[src/rtl/music_pkg.sv]
// Shared constants for the PS/2 piano-key front end: the pitch-to-phase ROM,
// scancodes, the key-to-semitone map and the decoder state encoding.
package music_pkg;

  // Phase increment for MIDI note 36+p at 48 kHz with a 24-bit accumulator.
  localparam logic [23:0] FREQ_LUT [0:63] = '{
    24'd22861,  24'd24221,  24'd25661,  24'd27187,  24'd28803,  24'd30516,
    24'd32331,  24'd34253,  24'd36290,  24'd38448,  24'd40734,  24'd43156,
    24'd45722,  24'd48441,  24'd51322,  24'd54373,  24'd57607,  24'd61032,
    24'd64661,  24'd68506,  24'd72580,  24'd76896,  24'd81468,  24'd86312,
    24'd91445,  24'd96882,  24'd102643, 24'd108747, 24'd115213, 24'd122064,
    24'd129322, 24'd137012, 24'd145160, 24'd153791, 24'd162936, 24'd172625,
    24'd182890, 24'd193765, 24'd205287, 24'd217494, 24'd230426, 24'd244128,
    24'd258645, 24'd274025, 24'd290319, 24'd307582, 24'd325872, 24'd345249,
    24'd365779, 24'd387529, 24'd410573, 24'd434987, 24'd460853, 24'd488256,
    24'd517290, 24'd548049, 24'd580638, 24'd615165, 24'd651744, 24'd690499,
    24'd731558, 24'd775059, 24'd821146, 24'd869974
  };

  localparam logic [7:0] SC_BREAK  = 8'hF0;
  localparam logic [7:0] SC_EXT    = 8'hE0;
  localparam logic [7:0] SC_OCT_DN = 8'h4E;
  localparam logic [7:0] SC_OCT_UP = 8'h55;

  localparam int unsigned NUM_KEYS   = 13;
  localparam logic [2:0]  OCTAVE_MAX = 3'd4;
  localparam logic [2:0]  OCTAVE_RST = 3'd2;

  typedef logic [1:0] dec_state_t;
  localparam dec_state_t ST_IDLE    = 2'd0;
  localparam dec_state_t ST_BRK     = 2'd1;
  localparam dec_state_t ST_EXT     = 2'd2;
  localparam dec_state_t ST_EXT_BRK = 2'd3;

  typedef struct packed {
    logic       hit;
    logic [3:0] semitone;
  } key_map_t;

  function automatic key_map_t key_lookup(input logic [7:0] code);
    key_map_t m;
    m.hit      = 1'b1;
    m.semitone = 4'd0;
    case (code)
      8'h1A:   m.semitone = 4'd0;
      8'h1B:   m.semitone = 4'd1;
      8'h22:   m.semitone = 4'd2;
      8'h23:   m.semitone = 4'd3;
      8'h21:   m.semitone = 4'd4;
      8'h2A:   m.semitone = 4'd5;
      8'h34:   m.semitone = 4'd6;
      8'h32:   m.semitone = 4'd7;
      8'h33:   m.semitone = 4'd8;
      8'h31:   m.semitone = 4'd9;
      8'h3B:   m.semitone = 4'd10;
      8'h3A:   m.semitone = 4'd11;
      8'h41:   m.semitone = 4'd12;
      default: m.hit      = 1'b0;
    endcase
    return m;
  endfunction

  function automatic logic [5:0] note_pitch(input logic [2:0] oct, input logic [3:0] semitone);
    return 6'(oct) * 6'd12 + 6'(semitone);
  endfunction

endpackage

[src/rtl/ps2_rx.sv]
// PS/2 device-to-host frame receiver: synchronises the raw lines, shifts in
// one 11-bit frame per byte and reports either a good byte or a framing error.
module ps2_rx #(
  parameter int unsigned TIMEOUT_CYCLES = 50000
) (
  input  logic       clk,
  input  logic       rst,
  input  logic       ps2_clk_i,
  input  logic       ps2_data_i,
  output logic       byte_valid_o,
  output logic [7:0] byte_o,
  output logic       frame_err_o
);
  localparam int unsigned TO_W = $clog2(TIMEOUT_CYCLES + 1);
  localparam logic [TO_W-1:0] TO_LAST = TO_W'(TIMEOUT_CYCLES - 1);

  logic [1:0]      clk_sync_q, data_sync_q;
  logic            clk_prev_q;
  logic            fall, bit_in;
  logic [3:0]      bit_cnt_q, bit_cnt_d;
  logic [TO_W-1:0] to_cnt_q, to_cnt_d;
  logic [7:0]      shift_q, shift_d;
  logic            start_ok_q, start_ok_d;
  logic            par_q, par_d;
  logic            valid_q, valid_d;
  logic            err_q, err_d;
  logic [7:0]      byte_q;

  // Lines idle high, so the synchronisers reset high to avoid a false edge.
  // NOTE: sequential state uses non-blocking assignments so every flop samples pre-edge values.
  always_ff @(posedge clk) begin
    if (rst) begin
      clk_sync_q  <= 2'b11;
      data_sync_q <= 2'b11;
      clk_prev_q  <= 1'b1;
    end else begin
      clk_sync_q  <= {clk_sync_q[0], ps2_clk_i};
      data_sync_q <= {data_sync_q[0], ps2_data_i};
      clk_prev_q  <= clk_sync_q[1];
    end
  end

  assign fall   = clk_prev_q & ~clk_sync_q[1];
  assign bit_in = data_sync_q[1];

  always_comb begin
    // NOTE: every signal driven here gets a default first, so no path infers a latch.
    bit_cnt_d  = bit_cnt_q;
    to_cnt_d   = to_cnt_q;
    shift_d    = shift_q;
    start_ok_d = start_ok_q;
    par_d      = par_q;
    valid_d    = 1'b0;
    err_d      = 1'b0;
    if (fall) begin
      to_cnt_d = '0;
      case (bit_cnt_q)
        4'd0: begin
          start_ok_d = ~bit_in;
          bit_cnt_d  = 4'd1;
        end
        4'd1, 4'd2, 4'd3, 4'd4, 4'd5, 4'd6, 4'd7, 4'd8: begin
          shift_d   = {bit_in, shift_q[7:1]};
          bit_cnt_d = bit_cnt_q + 4'd1;
        end
        4'd9: begin
          par_d     = bit_in;
          bit_cnt_d = 4'd10;
        end
        4'd10: begin
          bit_cnt_d = 4'd0;
          if (start_ok_q && (^{shift_q, par_q}) && bit_in) valid_d = 1'b1;
          else                                            err_d   = 1'b1;
        end
        default: bit_cnt_d = 4'd0;
      endcase
    end else if (bit_cnt_q != 4'd0) begin
      // A stalled partial frame is dropped without reporting an error.
      if (to_cnt_q == TO_LAST) begin
        bit_cnt_d = 4'd0;
        to_cnt_d  = '0;
      end else begin
        to_cnt_d = to_cnt_q + TO_W'(1);
      end
    end
  end

  always_ff @(posedge clk) begin
    if (rst) begin
      bit_cnt_q  <= 4'd0;
      to_cnt_q   <= '0;
      shift_q    <= 8'd0;
      start_ok_q <= 1'b0;
      par_q      <= 1'b0;
      valid_q    <= 1'b0;
      err_q      <= 1'b0;
      byte_q     <= 8'd0;
    end else begin
      bit_cnt_q  <= bit_cnt_d;
      to_cnt_q   <= to_cnt_d;
      shift_q    <= shift_d;
      start_ok_q <= start_ok_d;
      par_q      <= par_d;
      valid_q    <= valid_d;
      err_q      <= err_d;
      if (valid_d) byte_q <= shift_q;
    end
  end

  assign byte_valid_o = valid_q;
  assign byte_o       = byte_q;
  assign frame_err_o  = err_q;

endmodule

[src/rtl/ps2_key_decoder.sv]
// PS/2 keyboard to piano-key events: make/break decoding with typematic
// suppression, octave shift and a registered pitch-to-phase ROM read.
module ps2_key_decoder
  import music_pkg::*;
#(
  parameter int unsigned TIMEOUT_CYCLES = 50000
) (
  input  logic        clk,
  input  logic        rst,
  input  logic        ps2_clk,
  input  logic        ps2_data,
  output logic        key_press,
  output logic        key_release,
  output logic [5:0]  pitch,
  output logic [23:0] freq,
  output logic [2:0]  octave,
  output logic        frame_err
);
  logic       rx_valid, rx_err;
  logic [7:0] rx_byte;

  ps2_rx #(.TIMEOUT_CYCLES(TIMEOUT_CYCLES)) u_rx (
    .clk          (clk),
    .rst          (rst),
    .ps2_clk_i    (ps2_clk),
    .ps2_data_i   (ps2_data),
    .byte_valid_o (rx_valid),
    .byte_o       (rx_byte),
    .frame_err_o  (rx_err)
  );

  dec_state_t          state_q, state_d;
  logic [NUM_KEYS-1:0] held_q, held_d;
  logic [2:0]          octave_q, octave_d;
  logic [5:0]          pitch_q, pitch_d;
  logic [23:0]         freq_q;
  logic                press_q, press_d, release_q, release_d;
  logic [5:0]          key_pitch_q [NUM_KEYS];
  logic                kp_we;
  logic [5:0]          kp_val;
  key_map_t            km;

  assign km     = key_lookup(rx_byte);
  assign kp_val = note_pitch(octave_q, km.semitone);

  always_comb begin
    state_d   = state_q;
    held_d    = held_q;
    octave_d  = octave_q;
    pitch_d   = pitch_q;
    press_d   = 1'b0;
    release_d = 1'b0;
    kp_we     = 1'b0;
    if (rx_err) begin
      state_d = ST_IDLE;
    end else if (rx_valid) begin
      case (state_q)
        ST_IDLE: begin
          if (rx_byte == SC_BREAK) begin
            state_d = ST_BRK;
          end else if (rx_byte == SC_EXT) begin
            state_d = ST_EXT;
          end else if (rx_byte == SC_OCT_DN) begin
            if (octave_q != 3'd0) octave_d = octave_q - 3'd1;
          end else if (rx_byte == SC_OCT_UP) begin
            if (octave_q != OCTAVE_MAX) octave_d = octave_q + 3'd1;
          end else if (km.hit && !held_q[km.semitone]) begin
            held_d[km.semitone] = 1'b1;
            kp_we               = 1'b1;
            press_d             = 1'b1;
            pitch_d             = kp_val;
          end
        end
        ST_BRK: begin
          state_d = ST_IDLE;
          // Release with the pitch captured at press time, not the current octave.
          if (km.hit && held_q[km.semitone]) begin
            held_d[km.semitone] = 1'b0;
            release_d           = 1'b1;
            pitch_d             = key_pitch_q[km.semitone];
          end
        end
        ST_EXT:  state_d = (rx_byte == SC_BREAK) ? ST_EXT_BRK : ST_IDLE;
        default: state_d = ST_IDLE;
      endcase
    end
  end

  always_ff @(posedge clk) begin
    if (rst) begin
      state_q   <= ST_IDLE;
      held_q    <= '0;
      octave_q  <= OCTAVE_RST;
      pitch_q   <= 6'd0;
      freq_q    <= 24'd0;
      press_q   <= 1'b0;
      release_q <= 1'b0;
    end else begin
      state_q   <= state_d;
      held_q    <= held_d;
      octave_q  <= octave_d;
      press_q   <= press_d;
      release_q <= release_d;
      if (press_d || release_d) begin
        pitch_q <= pitch_d;
        freq_q  <= FREQ_LUT[pitch_d];
      end
    end
  end

  // NOTE: the per-key pitch store has no reset; an entry is only read while its held bit is set.
  always_ff @(posedge clk) begin
    if (kp_we) key_pitch_q[km.semitone] <= kp_val;
  end

  assign key_press   = press_q;
  assign key_release = release_q;
  assign pitch       = pitch_q;
  assign freq        = freq_q;
  assign octave      = octave_q;
  assign frame_err   = rx_err;

endmodule
[config.mk]
export PLATFORM = sky130hd
export DESIGN_NAME = ps2_key_decoder
export DESIGN_NICKNAME = d
export VERILOG_FILES = /design/src/rtl/music_pkg.sv /design/src/rtl/ps2_rx.sv /design/src/rtl/ps2_key_decoder.sv
export SDC_FILE = /design/constraint.sdc
export NUM_CORES = 1
export LEC_CHECK = 0
export CORE_MARGIN = 3
export CORE_UTILIZATION = 40
export CTS_CLUSTER_DIAMETER = 50
export DETAILED_ROUTE_END_ITERATION = 8
export GPL_TIMING_DRIVEN = 0
export REMOVE_ABC_BUFFERS = 1
export SYNTH_ARGS = -nofsm -noshare
export SYNTH_HDL_FRONTEND = slang
export SYNTH_SLANG_ARGS = --single-unit
[constraint.sdc]
create_clock -name clk -period 5.95 [get_ports clk]
set_input_delay 0.595 -clock clk [delete_from_list [all_inputs] [get_ports clk]]
set_output_delay 0.595 -clock clk [all_outputs]
set_load 0.02 [all_outputs]
## Word level (Yosys, flattened, before mapping)

Memory sizes are Yosys's and may differ from the RTL's. A register that Yosys moved wholly into a read port is not among the register bits.
Index checks and enable logic that the tools add are counted.

- Flip-flop bits (word level): 71
- Memory bits (writable): 78
- ROM bits: 1536
- Output and inout port bits: 36
- Word-level logic and storage cells: 160
- Memories: 2

Memory list:

| name | depth | bits a word | rd ports | clocked after Yosys merged registers in | wr ports | line | text |
|---|---|---|---|---|---|---|---|
| (name not given) | 64 | 24 | 1 | 1 | 0 | ps2_key_decoder.sv:106 | `freq_q <= FREQ_LUT[pitch_d];` |
| key_pitch_q | 13 | 6 | 1 | 0 | 1 | ps2_key_decoder.sv:38 | `logic [5:0] key_pitch_q [NUM_KEYS];` |

- Add/subtract/negate cells: 5
- Multipliers: 1
- Order comparisons: 2
- Equal/unequal tests: 39
- Muxes and demuxes: 53
- Bitwise operators: 12
- Reductions and logical operators: 29

Operators with widths:

| kind | count |
|---|---|
| equality test 8 x 6 -> 1 bit, second input constant | 10 |
| 2-to-1 mux 13 bit | 6 |
| 2-to-1 mux 6 bit | 8 |
| one-hot mux 4 bit (12 select lines) | 1 |
| one-hot mux 13 bit (2 select lines) | 1 |
| equality test 8 x 7 -> 1 bit, second input constant | 3 |
| 2-to-1 mux 1 bit | 21 |
| adder 16 x 1 -> 16 bit, second input constant | 1 |
| equality test 16 bit, second input constant | 1 |
| equality test 4 x 3 -> 1 bit, second input constant | 4 |
| equality test 8 x 5 -> 1 bit, second input constant | 2 |
| equality test 8 bit, second input constant | 2 |
| 2-to-1 mux 16 bit | 1 |
| bitwise AND 13 bit | 1 |
| NOT 13 bit | 1 |
| OR 13 bit | 1 |
| OR reduction 13 bit | 1 |
| equality test 4 bit, second input constant | 3 |
| 2-to-1 mux 3 bit | 4 |
| 2-to-1 mux 4 bit | 3 |
| != test 2 bit, second input constant | 6 |
| one-hot mux 4 bit (3 select lines) | 1 |
| one-hot mux 6 bit (2 select lines) | 1 |
| AND reduction 2 bit | 5 |
| 34 further kinds | 53 |

## Longest topological paths before layout

Gate-level depths: netlist (run 1).

- Depth after elaboration: 16
- Gate-level depth with buffers: 22
- Gate-level depth less buffers: 16

## Modules after synthesis

From an unflattened synthesis (run 1), not the netlist that was laid out.

- Cells, all modules: 1083
- Area total of the unflattened synthesis: 9949.5 um2

By module, submodules not included:

| module | times used | cells each | area each (um2) | seq. area each (um2) |
|---|---|---|---|---|
| ps2_key_decoder | 1 | 853 | 7838.8 | 3263.1 |
| ps2_rx | 1 | 230 | 2110.8 | 900.9 |

## Worst setup path after synthesis (run 1)

No wires, ideal clock.

- Path type: register -> register
- Start: reg u_rx.byte_q[6], in the netlist u_rx.byte_o[6]
- End: reg freq_q[12], in the netlist freq[12]
- Setup time: 0.122 ns
- Arrival time: 4.912 ns
- Slack: 0.916 ns
- Cell stages (with the launch flop): 20
- Buffers on the path: 4
- Path through: dfxtp_1 buf_6 or3b_1 clkbuf_1 or3_1 buf_2 and3_1 buf_6 clkinv_4 a21oi_1 o21ba_1 o41a_4 o21a_1 nor2_2 inv_1 ha_1 mux2_2 mux4_2 or3_1 o311a_1

RTL lines:

| element | line | text |
|---|---|---|
| start, declared | ps2_rx.sv:27 | `logic [7:0] byte_q;` |
| start signal, assigned | ps2_rx.sv:106 | `if (valid_d) byte_q <= shift_q;` |
| end, declared | ps2_key_decoder.sv:36 | `logic [23:0] freq_q;` |

## Worst setup path after layout (run 1)

- Start: reg u_rx.byte_q[4], in the netlist u_rx.byte_o[4]
- End: reg freq_q[12], in the netlist freq[12]

- Longest elaborated chain between the ends: 15

RTL lines:

| element | line | text |
|---|---|---|
| equality test 8 x 7 -> 1 bit (tied with other cells) | music_pkg.sv:44 | `case (code)` |
| one-hot mux 4 bit (12 select lines) | music_pkg.sv:44 |  |
| binary-select mux 1 bit (select 4 bit) | ps2_key_decoder.sv:67, ps2_key_decoder.sv:77 |  |
| 2-to-1 mux 1 bit (implied by the code) | ps2_key_decoder.sv:67, ps2_key_decoder.sv:77 |  |
| logical NOT 1 bit | ps2_key_decoder.sv:67 | `end else if (km.hit && !held_q[km.semitone]) begin` |
| logical AND 1 bit | ps2_key_decoder.sv:67 |  |
| 2-to-1 mux 6 bit or 2-to-1 mux 1 bit (tied branches) | ps2_key_decoder.sv:67 |  |
| 2-to-1 mux 6 bit or 2-to-1 mux 1 bit (tied branches) | ps2_key_decoder.sv:65 | `end else if (rx_byte == SC_OCT_UP) begin` |
| 2-to-1 mux 6 bit or 2-to-1 mux 1 bit (tied branches) | ps2_key_decoder.sv:63 | `end else if (rx_byte == SC_OCT_DN) begin` |
| 2-to-1 mux 6 bit or 2-to-1 mux 1 bit (tied branches) | ps2_key_decoder.sv:61 | `end else if (rx_byte == SC_EXT) begin` |
| 2-to-1 mux 6 bit or 2-to-1 mux 1 bit (tied branches) | ps2_key_decoder.sv:59 | `if (rx_byte == SC_BREAK) begin` |
| one-hot mux 6 bit (2 select lines) or 2-to-1 mux 1 bit (tied branches) | ps2_key_decoder.sv:57 | `case (state_q)` |
| 2-to-1 mux 6 bit or 2-to-1 mux 1 bit (tied branches) | ps2_key_decoder.sv:56 | `end else if (rx_valid) begin` |
| 2-to-1 mux 6 bit or 2-to-1 mux 1 bit (tied branches) | ps2_key_decoder.sv:54 | `if (rx_err) begin` |
| NOT 6 -> 7 bit (implied by the code) or logical OR 1 bit (tied branches) | ps2_key_decoder.sv:106, ps2_key_decoder.sv:104 |  |

Several ways; a longest one is shown, not always the timed one. The select of a mux whose other input is x is not followed.
A chain may end at the register's enable or synchronous reset.

==> results.ini, run 1 <==
[floorplanning]
dieWidth_um=160
floorplan.die_area_um2=25600
die_height_um=160
row_count=55
pin_count=40
fp.coreArea_um2=23000
start_util_pct=41.3

[power_and_ir_drop]
intPower_mw=1.81
clkPwrFrac_pct=47.3
leakagePower_nw=3.64
irDropWorstVdd_mv=0.168
p_comb_share_pct=1.1
p_total_mw=2.34
total_switching_power_mw=0.535
seqPwrFrac_pct=51.5
power.switching_fraction_pct=22.8
power_dens_cells_nw_per_um2=216

[clocking]
clock_latency_at_the_later_pin_of_the_worst_skew_pair_ps=440
tritoncts=built
cts_buffers=17
clockRootBuffer=sky130_fd_sc_hd__clkbuf_16
cts_hold_buf=0
clock_path_buffers=2
cts.clk_slew.worst_paths_ps=70
cts_sinks=169
cts-htree-levels=4

[worst_hold_path]
min_path_type=reg -> reg
worst_hold_path.endpoint=u_rx.clk_sync_q[1]
timing.hold.worst.start=u_rx.clk_sync_q[0]
worst_hold_path_cell_count=1

[route]
routed-via-count=8154
avgRoutedWirePerCell_um=20.4
drc=0
wl_um=27500
drt_first_pass_iters=5
antenna_violating_nets_post_route=0
initialDrtViolationCount=944
post_drt_via_cell_ratio=6.05

[logic_synthesis]
synth.avg_cell_area_um2=9.28
postSynth.topFlopCell=sky130_fd_sc_hd__dfxtp_1
synth-seq-cells=169
synth_edf_count=78
number_of_library_cell_types_mapped_by_synthesis=86
synth_sequential_area_ratio_pct=43.9
synthesized_instance_count=1022
yosysWarningCount=0
synth_async_reset_ratio_pct=0
synth_area_um2=9490

[setup_path]
r2r_setup_slack_ps=150
critical_path_buf_inv_count=2
cp_data_required_time_ps=6270
start_kind=flip-flop
setup.worst_path.end_class=flip-flop
cp_class=reg -> reg
cpMaxStageDelayCell=sky130_fd_sc_hd__or4b_2
worst_path_dominant_cell_family=compound AO/OA/AOI/OAI gates
crit_path_cell_trace=or4b_2 > o21ai_0 > a32oi_2 > inv_2 > nand3_1 > a32o_1 > a311oi_2 > o2111ai_1 > nand3_4 > ha_2 > inv_1 > mux2i_1 > mux4_2 > or3_1 > o311a_1
timing.rr.end=freq[12]
crit_arrival_ps=6120
slowest_stage_delay_cp_ps=800
crit_fanout=27
r2r_cells=15
worst_r2r_startpoint=u_rx.byte_o[4]

[final_layout]
final_nets=1050
synth_to_final_area_change_pct=14.1
insertedDiodeCount=0
final_layout_size_suffix_gt1_share_pct=11.8
final_core_util_pct=47.1

[global_routing]
grt_antenna_before_repair=0
pin_count_of_the_biggest_net_entering_global_routing=51
global_route.overflow_total=0
grt_usage_pct=21.2
via_count_of_the_first_global_routing_pass=7473
grt_first_pass_wirelength_um=43100

[sta]
maxSlewViolCount=0
setup_viol_count_final=0
worst_clock_skew_ps=13.0
timing.slew.headroom_pct=14.4
timing.fmax_ghz=0.172
hold_viol_final=0
timing.final.crit_share_pct=97.5
final.hold.worst_slack_ps=407
tightestPinTransition_ps=1270
min_period_ps=5800

[place]
dpl.hpwl_um=18300
gp_congestion=0.907
port_buffers=35

[status]
outcome=finished, final reports clean

[flow_run]
max_cap_viols=0

[layout make-up]
cell class / count / area (um^2)
Tap cell: 313 / 392
Clock buffer: 18 / 429
Timing Repair Buffer: 58 / 571
Sequential cell: 169 / 4170
Clock inverter: 13 / 154
Inverter: 24 / 106
Timing Repair inverter: 1 / 5.00
Multi-Input combinational cell: 751 / 5000
Fill cell: 2232 / 12200
[repair_timing]
action | CTS | global route
setup endpoints to repair | 20 | 16
gates cloned | 0 | 1
gates resized for setup | 15 | 16
hold endpoints to repair | 0 | 0
pin swaps | 1 | 2
setup buffers | 2 | 10
[cell usage in the layout, fill, tap and decap left out, types with 9 or more instances in the layout]
cell type	count
sky130_fd_sc_hd__nor2_1	109
sky130_fd_sc_hd__nand2_1	90
sky130_fd_sc_hd__dfxtp_1	86
sky130_fd_sc_hd__edfxtp_1	78
sky130_fd_sc_hd__o21ai_0	60
sky130_fd_sc_hd__mux2i_1	48
sky130_fd_sc_hd__a21oi_1	46
sky130_fd_sc_hd__nand3_1	37
sky130_fd_sc_hd__clkdlybuf4s50_1	34
sky130_fd_sc_hd__nor3_1	22
sky130_fd_sc_hd__xnor2_1	21
sky130_fd_sc_hd__ha_1	20
sky130_fd_sc_hd__inv_1	18
sky130_fd_sc_hd__clkbuf_16	17
sky130_fd_sc_hd__o211ai_1	16
sky130_fd_sc_hd__buf_4	16
sky130_fd_sc_hd__a311oi_1	13
sky130_fd_sc_hd__o22ai_1	12
sky130_fd_sc_hd__or3_1	10
sky130_fd_sc_hd__or2_2	10
sky130_fd_sc_hd__and3_1	10
sky130_fd_sc_hd__nor4_1	10
sky130_fd_sc_hd__o221ai_1	10
sky130_fd_sc_hd__xor2_1	9
sky130_fd_sc_hd__a221oi_1	9
sky130_fd_sc_hd__a31oi_1	9
[cell usage after synthesis, drive strengths merged (9+ instances only)]
library cell / n / area share [%]
o211ai: 16 / 1.3
inv: 22 / 0.87
dfxtp: 91 / 19
or3: 10 / 0.66
and3: 11 / 0.73
o21ai: 62 / 3.4
a311oi: 14 / 1.3
or2: 11 / 0.73
clkbuf: 46 / 1.8
nor3: 24 / 1.3
o221ai: 11 / 1.0
a221oi: 10 / 0.92
nand2: 92 / 3.6
ha: 21 / 2.8
buf: 35 / 2.2
edfxtp: 78 / 25
mux2i: 48 / 5.1
xor2: 9 / 0.83
o22ai: 12 / 0.79
a22oi: 9 / 0.71
xnor2: 21 / 1.9
nand3: 38 / 2.0
nor3b: 9 / 0.71
nor4: 14 / 0.92
a31oi: 9 / 0.59
nor2: 113 / 4.5
a21oi: 47 / 2.5
[sequential cells by signal, indices dropped and copies added, names as in the netlist, 2 cells and up, named ones only]
| register | flops |
|---|---|
| octave | 3 |
| pitch | 6 |
| freq | 20 |
| key_pitch_q | 78 |
| u_rx.data_sync_q | 2 |
| u_rx.bit_cnt_q | 4 |
| u_rx.clk_sync_q | 2 |
| u_rx.byte_o | 8 |
| state_q | 2 |
| u_rx.to_cnt_q | 16 |
| u_rx.shift_q | 8 |
[worst max-delay path by stage]
stage	startpoint	to	slack, ps	depth (start not counted)
3_5_place_dp	u_rx.byte_o[4]	freq[12]	-1150	16
6_report	u_rx.byte_o[4]	freq[12]	150	15
5_1_grt	u_rx.byte_o[4]	freq[12]	-4	15
3_3_place_gp	u_rx.byte_o[4]	freq[7]	-2670	13
4_1_cts	u_rx.byte_o[5]	freq[2]	40	16
2_1_floorplan	u_rx.byte_o[4]	freq[12]	90	13
[per-layer routing]
metal | track usage (%) | wire, um | vias to the layer above
met2 | 30.2 | 11600 | 388
met4 | 5.68 | 578 | 0
li1 | - | - | 3820
met5 | 0 | 0 | -
met3 | 5.03 | 2550 | 49
met1 | 31.9 | 12800 | 3897
[per-stage QoR]
step                      setup WS, ps  instance area, um^2  cells  setup TNS (ps)
after floorplan                   87.3                 9110    944               0
after global placement           -2670                 9860   1292          -64580
after detailed placement         -1150                10000   1303          -17200
after CTS                         37.9                10700   1336               0
after global routing             -3.57                10800   1347           -3.57
final                              150                10800   1347               0
[cell families (layout without fill, tap and decap cells)]
group / after synthesis / after routing / share of synthesized area [%]
simple gates: 367 / 367 / 18.7
compound gates: 271 / 271 / 20.1
flops: 169 / 169 / 43.9
buf+inv: 105 / 114 / 5.06
mux: 54 / 54 / 5.89
xor+xnor: 30 / 30 / 2.77
fa+ha+maj: 25 / 25 / 3.51
other cells: 1 / 4 / 0.0395
[power by group through the flow]
stage | Combinational [mW] | Clock (mW) | Sequential, mW
CTS | 0.0267 | 1.12 | 1.21
floorplan | 0.0121 | 0 | 1.23
global placement | 0.0251 | 0 | 1.23
detailed placement | 0.0266 | 0 | 1.23
global route | 0.0291 | 1.17 | 1.21
finish | 0.0265 | 1.11 | 1.21
(Power assumes the default switching activity.)
==> inputs of run 2 (changes only) <==
--- a/config.mk
+++ b/config.mk
@@ -5,6 +5,7 @@
 export SDC_FILE = /design/constraint.sdc
 export NUM_CORES = 1
 export LEC_CHECK = 0
+export CAP_MARGIN = 10
 export CORE_MARGIN = 3
 export CORE_UTILIZATION = 40
 export CTS_CLUSTER_DIAMETER = 50
==> run 2 against run 1 <==
Via count grew 0.63%. Register-to-register slack lost 40 ps. Routed wire length is essentially flat. Critical path depth grew 1. Final area is essentially flat. Utilization is essentially flat. Non-clock buffer count grew 1. Clock power is essentially flat. Fmax shrank 0.69%. Cell count is essentially flat. Clock-buffer cell count is the same. Power is essentially flat.
==> results.ini, run 2 (synthesis gave the netlist of run 1 again) <==
[clocking]
clock_latency_at_the_later_pin_of_the_worst_skew_pair_ps=440  ; about the same
cts.clk_slew.worst_paths_ps=70  ; about the same
cts-htree-levels=4  ; unchanged
tritoncts=built  ; unchanged
cts_sinks=169  ; unchanged
clockRootBuffer=sky130_fd_sc_hd__clkbuf_16  ; unchanged
clock_path_buffers=2  ; unchanged
cts_buffers=17  ; unchanged
cts_hold_buf=0  ; unchanged

[global_routing]
grt_usage_pct=21.2  ; unchanged
pin_count_of_the_biggest_net_entering_global_routing=51  ; unchanged
grt_first_pass_wirelength_um=43100  ; unchanged
global_route.overflow_total=0  ; unchanged
via_count_of_the_first_global_routing_pass=7473  ; unchanged
grt_antenna_before_repair=0  ; unchanged

[sta]
maxSlewViolCount=0  ; unchanged
timing.fmax_ghz=0.171  ; was 0.172 GHz
setup_viol_count_final=0  ; unchanged
timing.final.crit_share_pct=98.1  ; was 97.5%
worst_clock_skew_ps=12.8  ; was 13.0 ps
tns_ps=0  ; unchanged
final.hold.worst_slack_ps=407  ; about the same
hold_viol_final=0  ; unchanged
min_period_ps=5840  ; was 5800 ps
tightestPinTransition_ps=1170  ; was 1270 ps
timing.slew.headroom_pct=21.2  ; was 14.4%

[final_layout]
final_cell_mix=109 x sky130_fd_sc_hd__nor2_1, 90 x sky130_fd_sc_hd__nand2_1, 86 x sky130_fd_sc_hd__dfxtp_1, 78 x sky130_fd_sc_hd__edfxtp_1, 60 x sky130_fd_sc_hd__o21ai_0  ; unchanged
flip_flop_count_of_the_largest_register_all_copies_and_words_added=78  ; unchanged
layout.cells.most_common=sky130_fd_sc_hd__nor2_1  ; unchanged
max_flop_register=key_pitch_q  ; unchanged
synth_to_final_area_change_pct=14.2  ; was 14.1%
finalNonFillerCells=1348  ; was 1347
final_core_util_pct=47.1  ; about the same
final_nets=1051  ; was 1050
insertedDiodeCount=0  ; unchanged
final.fill_count=2230  ; was 2232
final_layout_size_suffix_gt1_share_pct=11.9  ; was 11.8%

[setup_path]
setup.worst_path.end_class=flip-flop  ; unchanged
cp_class=reg -> reg  ; unchanged
start_kind=flip-flop  ; unchanged
cp_data_required_time_ps=6270  ; about the same
crit_arrival_ps=6160  ; was 6120 ps
crit_fanout=27  ; unchanged

[route]
post_drt_via_cell_ratio=6.09  ; was 6.05
drc=0  ; unchanged
avgRoutedWirePerCell_um=20.4  ; about the same
drt_first_pass_iters=6  ; was 5
initialDrtViolationCount=948  ; was 944
routed-via-count=8205  ; was 8154
antenna_violating_nets_post_route=0  ; unchanged
wl_um=27600  ; was 27500 um

[floorplanning]
start_util_pct=41.3  ; unchanged
pin_count=40  ; unchanged
die_height_um=160  ; unchanged
fp.coreArea_um2=23000  ; unchanged
floorplan.die_area_um2=25600  ; unchanged
row_count=55  ; unchanged
dieWidth_um=160  ; unchanged

[power_and_ir_drop]
irDropWorstVdd_mv=0.169  ; was 0.168 mV
power_dens_cells_nw_per_um2=216  ; about the same
leakagePower_nw=3.64  ; about the same

[place]
gp_congestion=0.907  ; unchanged
port_buffers=35  ; unchanged
dpl.hpwl_um=18300  ; unchanged
dp_cells=1303  ; unchanged

[worst_hold_path]
min_path_type=reg -> reg  ; unchanged

[flow_run]
max_cap_viols=0  ; unchanged

[status]
outcome=finished, final reports clean  ; unchanged

-- run 2: cell count changes in the layout (fill, tap and decap cells not counted) --
cell	delta
sky130_fd_sc_hd__buf_4	+1
-- run 2: per-layer routing --
layer | part of all wire, % | GRT usage, % | vias to the layer above
met1 | 46 | 31.9 | 3946
met4 | 1.8 | 5.68 | 0
met5 | 0 | 0 | -
met2 | 43 | 30.2 | 408
li1 | - | - | 3811
met3 | 9.1 | 5.03 | 40
-- run 2: through the flow --
stage               instance area (um^2)  power (mW)  setup WS [ps]
finish                             10800        2.34            110
global placement                    9860        1.26          -2670
floorplan                           9110        1.25           87.3
CTS                                10700        2.35           37.9
detailed placement                 10000        1.26          -1150
global route                       10800        2.40          -3.57
-- run 2: repair_timing --
action                                  in CTS  in global routing
cloned                                       0                  1
endpoints found under the setup margin      20                 16
gates resized for setup                     15                 16
pin swaps                                    1                  2
buffers inserted                             2                 10
-- run 2: worst paths after layout --
| kind | slack, ps | cells after the start | from | endpoint |
|---|---|---|---|---|
| max reg2reg | 110 | 16 | u_rx.byte_o[4] | freq[12] |
| min reg2reg | 410 | 1 | u_rx.clk_sync_q[0] | u_rx.clk_sync_q[1] |
| max | 110 | 16 | u_rx.byte_o[4] | freq[12] |
| min | 410 | 1 | u_rx.clk_sync_q[0] | u_rx.clk_sync_q[1] |
-- run 2: where the power goes --
part	leakage (nW)	total (mW)	switching [mW]	internal (mW)
clock	0.275	1.11	0.514	0.594
combinational	1.92	0.0265	0.0193	0.00724
sequential	1.45	1.21	0.00144	1.21
total	3.64	2.34	0.534	1.81
-- run 2: worst max-delay path: stages, from the launching register on --
cell and delay, ps:
sky130_fd_sc_hd__dfxtp_2 670, sky130_fd_sc_hd__nor3b_1 450, sky130_fd_sc_hd__o2111ai_2 420, sky130_fd_sc_hd__and3_2 530, sky130_fd_sc_hd__clkinv_4 210, sky130_fd_sc_hd__a21oi_1 100
sky130_fd_sc_hd__o21ba_1 260, sky130_fd_sc_hd__o41a_4 560, sky130_fd_sc_hd__o21a_1 240, sky130_fd_sc_hd__nor2_4 300, sky130_fd_sc_hd__clkinvlp_4 190, sky130_fd_sc_hd__ha_2 430
sky130_fd_sc_hd__inv_1 210, sky130_fd_sc_hd__mux2i_1 150, sky130_fd_sc_hd__mux4_2 480, sky130_fd_sc_hd__or3_1 360, sky130_fd_sc_hd__o311a_1 140
-- run 2: final cells by class --
| type | count | area [um^2] | area share [%] |
|---|---|---|---|
| Clock buffer | 18 | 429 | 3.96 |
| Clock inverter | 13 | 154 | 1.42 |
| Inverter | 24 | 106 | 0.982 |
| Multi-Input combinational cell | 751 | 5000 | 46.1 |
| Sequential cell | 169 | 4170 | 38.5 |
| Tap cell | 313 | 392 | 3.61 |
| Timing Repair Buffer | 59 | 578 | 5.34 |
| Timing Repair inverter | 1 | 5.00 | 0.0462 |
==> inputs of run 3 (changes only) <==
==> constraint.sdc (replaced) <==
create_clock -name clk -period 5.15 [get_ports clk]
set_input_delay 0.515 -clock clk [delete_from_list [all_inputs] [get_ports clk]]
set_output_delay 0.515 -clock clk [all_outputs]
set_load 0.02 [all_outputs]
==> run 3 against run 2 <==
Fmax increased by 16%. Die area is the same. Via count rose by 0.82%. Cell count rose by 0.15%.
==> results.ini, run 3 (synthesis gave the netlist of run 1 again) <==
[route]
initialDrtViolationCount=931  ; was 948
routed-via-count=8272  ; was 8205
drc=0  ; unchanged
post_drt_via_cell_ratio=6.13  ; was 6.09
avgRoutedWirePerCell_um=20.7  ; was 20.4 um
wl_um=28000  ; was 27600 um
drt_first_pass_iters=6  ; unchanged
antenna_violating_nets_post_route=0  ; unchanged

[final_layout]
final_cell_mix=108 x sky130_fd_sc_hd__nor2_1, 89 x sky130_fd_sc_hd__nand2_1, 83 x sky130_fd_sc_hd__dfxtp_1, 78 x sky130_fd_sc_hd__edfxtp_1, 58 x sky130_fd_sc_hd__o21ai_0  ; was 109 x sky130_fd_sc_hd__nor2_1, 90 x sky130_fd_sc_hd__nand2_1, 86 x sky130_fd_sc_hd__dfxtp_1, 78 x sky130_fd_sc_hd__edfxtp_1, 60 x sky130_fd_sc_hd__o21ai_0
max_flop_register=key_pitch_q  ; unchanged
final_nets=1053  ; was 1051
final_core_util_pct=47.9  ; was 47.1%
final.fill_count=2210  ; was 2230
sequential_cell_area_um2=4180  ; was 4170 um^2
finish.instance_area_um2=11000  ; was 10800 um^2
insertedDiodeCount=0  ; unchanged
flip_flop_count_of_the_largest_register_all_copies_and_words_added=78  ; unchanged
final_layout_size_suffix_gt1_share_pct=14.4  ; was 11.9%
layout.cells.most_common=sky130_fd_sc_hd__nor2_1  ; unchanged
synth_to_final_area_change_pct=16.1  ; was 14.2%
multi_input_comb_area_um2=5150  ; was 5000 um^2

[sta]
timing.fmax_ghz=0.199  ; was 0.171 GHz
hold_viol_final=0  ; unchanged
grt_setup_unrepaired=false
tightestPinTransition_ps=1000  ; was 1170 ps
setup_ws_ps=133  ; was 110 ps
tns_ps=0  ; unchanged
worst_clock_skew_ps=11.6  ; was 12.8 ps
setup_viol_count_final=0  ; unchanged
timing.slew.headroom_pct=32.8  ; was 21.2%
timing.final.crit_share_pct=97.4  ; was 98.1%
maxSlewViolCount=0  ; unchanged
min_period_ps=5020  ; was 5840 ps

[setup_path]
cp_data_required_time_ps=5470  ; was 6270 ps
crit_arrival_ps=5330  ; was 6160 ps
crit_fanout=20  ; was 27
start_kind=flip-flop  ; unchanged
setup.worst_path.end_class=flip-flop  ; unchanged
cp_class=reg -> reg  ; unchanged
slowest_stage_delay_cp_ps=550  ; was 670 ps
crit_path_cell_trace=or3b_4 > or3_4 > and3_4 > clkinv_4 > a21oi_1 > o21ba_2 > o41a_4 > o21a_1 > nor2_4 > clkinvlp_4 > ha_4 > mux2_2 > mux4_2 > or3_1 > o311a_1  ; was nor3b_1 > o2111ai_2 > and3_2 > clkinv_4 > a21oi_1 > o21ba_1 > o41a_4 > o21a_1 > nor2_4 > clkinvlp_4 > ha_2 > inv_1 > mux2i_1 > mux4_2 > or3_1 > o311a_1
cpMaxStageDelayCell=sky130_fd_sc_hd__o41a_4  ; was sky130_fd_sc_hd__dfxtp_2

[global_routing]
grt_usage_pct=21.5  ; was 21.2%
global_route.overflow_total=0  ; unchanged
pin_count_of_the_biggest_net_entering_global_routing=51  ; unchanged
grt_first_pass_wirelength_um=43700  ; was 43100 um
via_count_of_the_first_global_routing_pass=7566  ; was 7473
grt_antenna_before_repair=0  ; unchanged

[floorplanning]
die_height_um=160  ; unchanged
row_count=55  ; unchanged
dieWidth_um=160  ; unchanged
floorplan.die_area_um2=25600  ; unchanged
pin_count=40  ; unchanged
fp.coreArea_um2=23000  ; unchanged
start_util_pct=41.3  ; unchanged

[power_and_ir_drop]
leakagePower_nw=3.68  ; was 3.64 nW
irDropWorstVdd_mv=0.192  ; was 0.169 mV
power_dens_cells_nw_per_um2=245  ; was 216 nW/um^2
p_total_mw=2.70  ; was 2.34 mW

[clocking]
cts_sinks=169  ; unchanged
cts-htree-levels=4  ; unchanged
cts_hold_buf=0  ; unchanged
clockRootBuffer=sky130_fd_sc_hd__clkbuf_16  ; unchanged
cts.clk_slew.worst_paths_ps=70  ; about the same
tritoncts=built  ; unchanged
cts_buffers=17  ; unchanged
clock_path_buffers=2  ; unchanged
clock_latency_at_the_later_pin_of_the_worst_skew_pair_ps=440  ; about the same

[place]
dpl.hpwl_um=18300  ; unchanged
gp_congestion=0.907  ; unchanged
port_buffers=35  ; unchanged
placedInstanceArea_um2=10000  ; unchanged
place_worst_setup_slack_ps=-1950  ; was -1150 ps

[worst_hold_path]
min_path_type=reg -> reg  ; unchanged

[flow_run]
max_cap_viols=0  ; unchanged

[status]
outcome=finished, final reports clean  ; unchanged

## run 3: per-layer routing
layer  up-vias  GRT usage, %  share of wire (%)
met2       401          30.4                 43
met4         0          6.71                2.4
met3        53          5.16                8.8
met1      3992          32.3                 46
met5         -             0                  0
li1       3826             -                  -
## run 3: layout make-up
cell class              count  area share, %
well taps                 313           3.56
flip-flops and latches    169           38.0
inverters                  24          0.966
multi-input cells         751           46.8
repair buffers             61           5.39
repair inverters            1         0.0454
clock buffers              18           3.90
clock inverters            13           1.40
## run 3: final timing paths
kind / from / endpoint / slack, ps / depth (start not counted)
max reg2reg: u_rx.byte_o[5] / freq[12] / 130 / 15
min reg2reg: u_rx.clk_sync_q[0] / u_rx.clk_sync_q[1] / 410 / 1
min: u_rx.clk_sync_q[0] / u_rx.clk_sync_q[1] / 410 / 1
max: u_rx.byte_o[5] / freq[12] / 130 / 15
## run 3: power by group
group	total [mW]	switching (mW)	leakage (nW)	internal (mW)
clock	1.28	0.589	0.275	0.687
combinational	0.0305	0.0221	1.96	0.00836
sequential	1.39	0.00167	1.45	1.39
## run 3: worst max-delay path, delay by kind of cell (launching register included)
kind / cells / cell delay (ps)
compound gates: 5 / 1310
buf+inv: 2 / 330
mux: 2 / 740
fa+ha+maj: 1 / 330
flops: 1 / 420
simple gates: 5 / 1750
## run 3: through the flow
stage / cells / hold WS (ps)
6_report: 1350 / 407
5_1_grt: 1350 / 421
4_1_cts: 1346 / 409
3_5_place_dp: 1303 / 394
3_3_place_gp: 1292 / 392
2_1_floorplan: 944 / 389
## run 3: what timing repair did
action / 4_1_cts / 5_1_grt
cloned: 1 / 0
buffers inserted: 11 / 3
setup endpoints to repair: 90 / 18
pin swaps: 5 / 1
resized for setup: 41 / 33
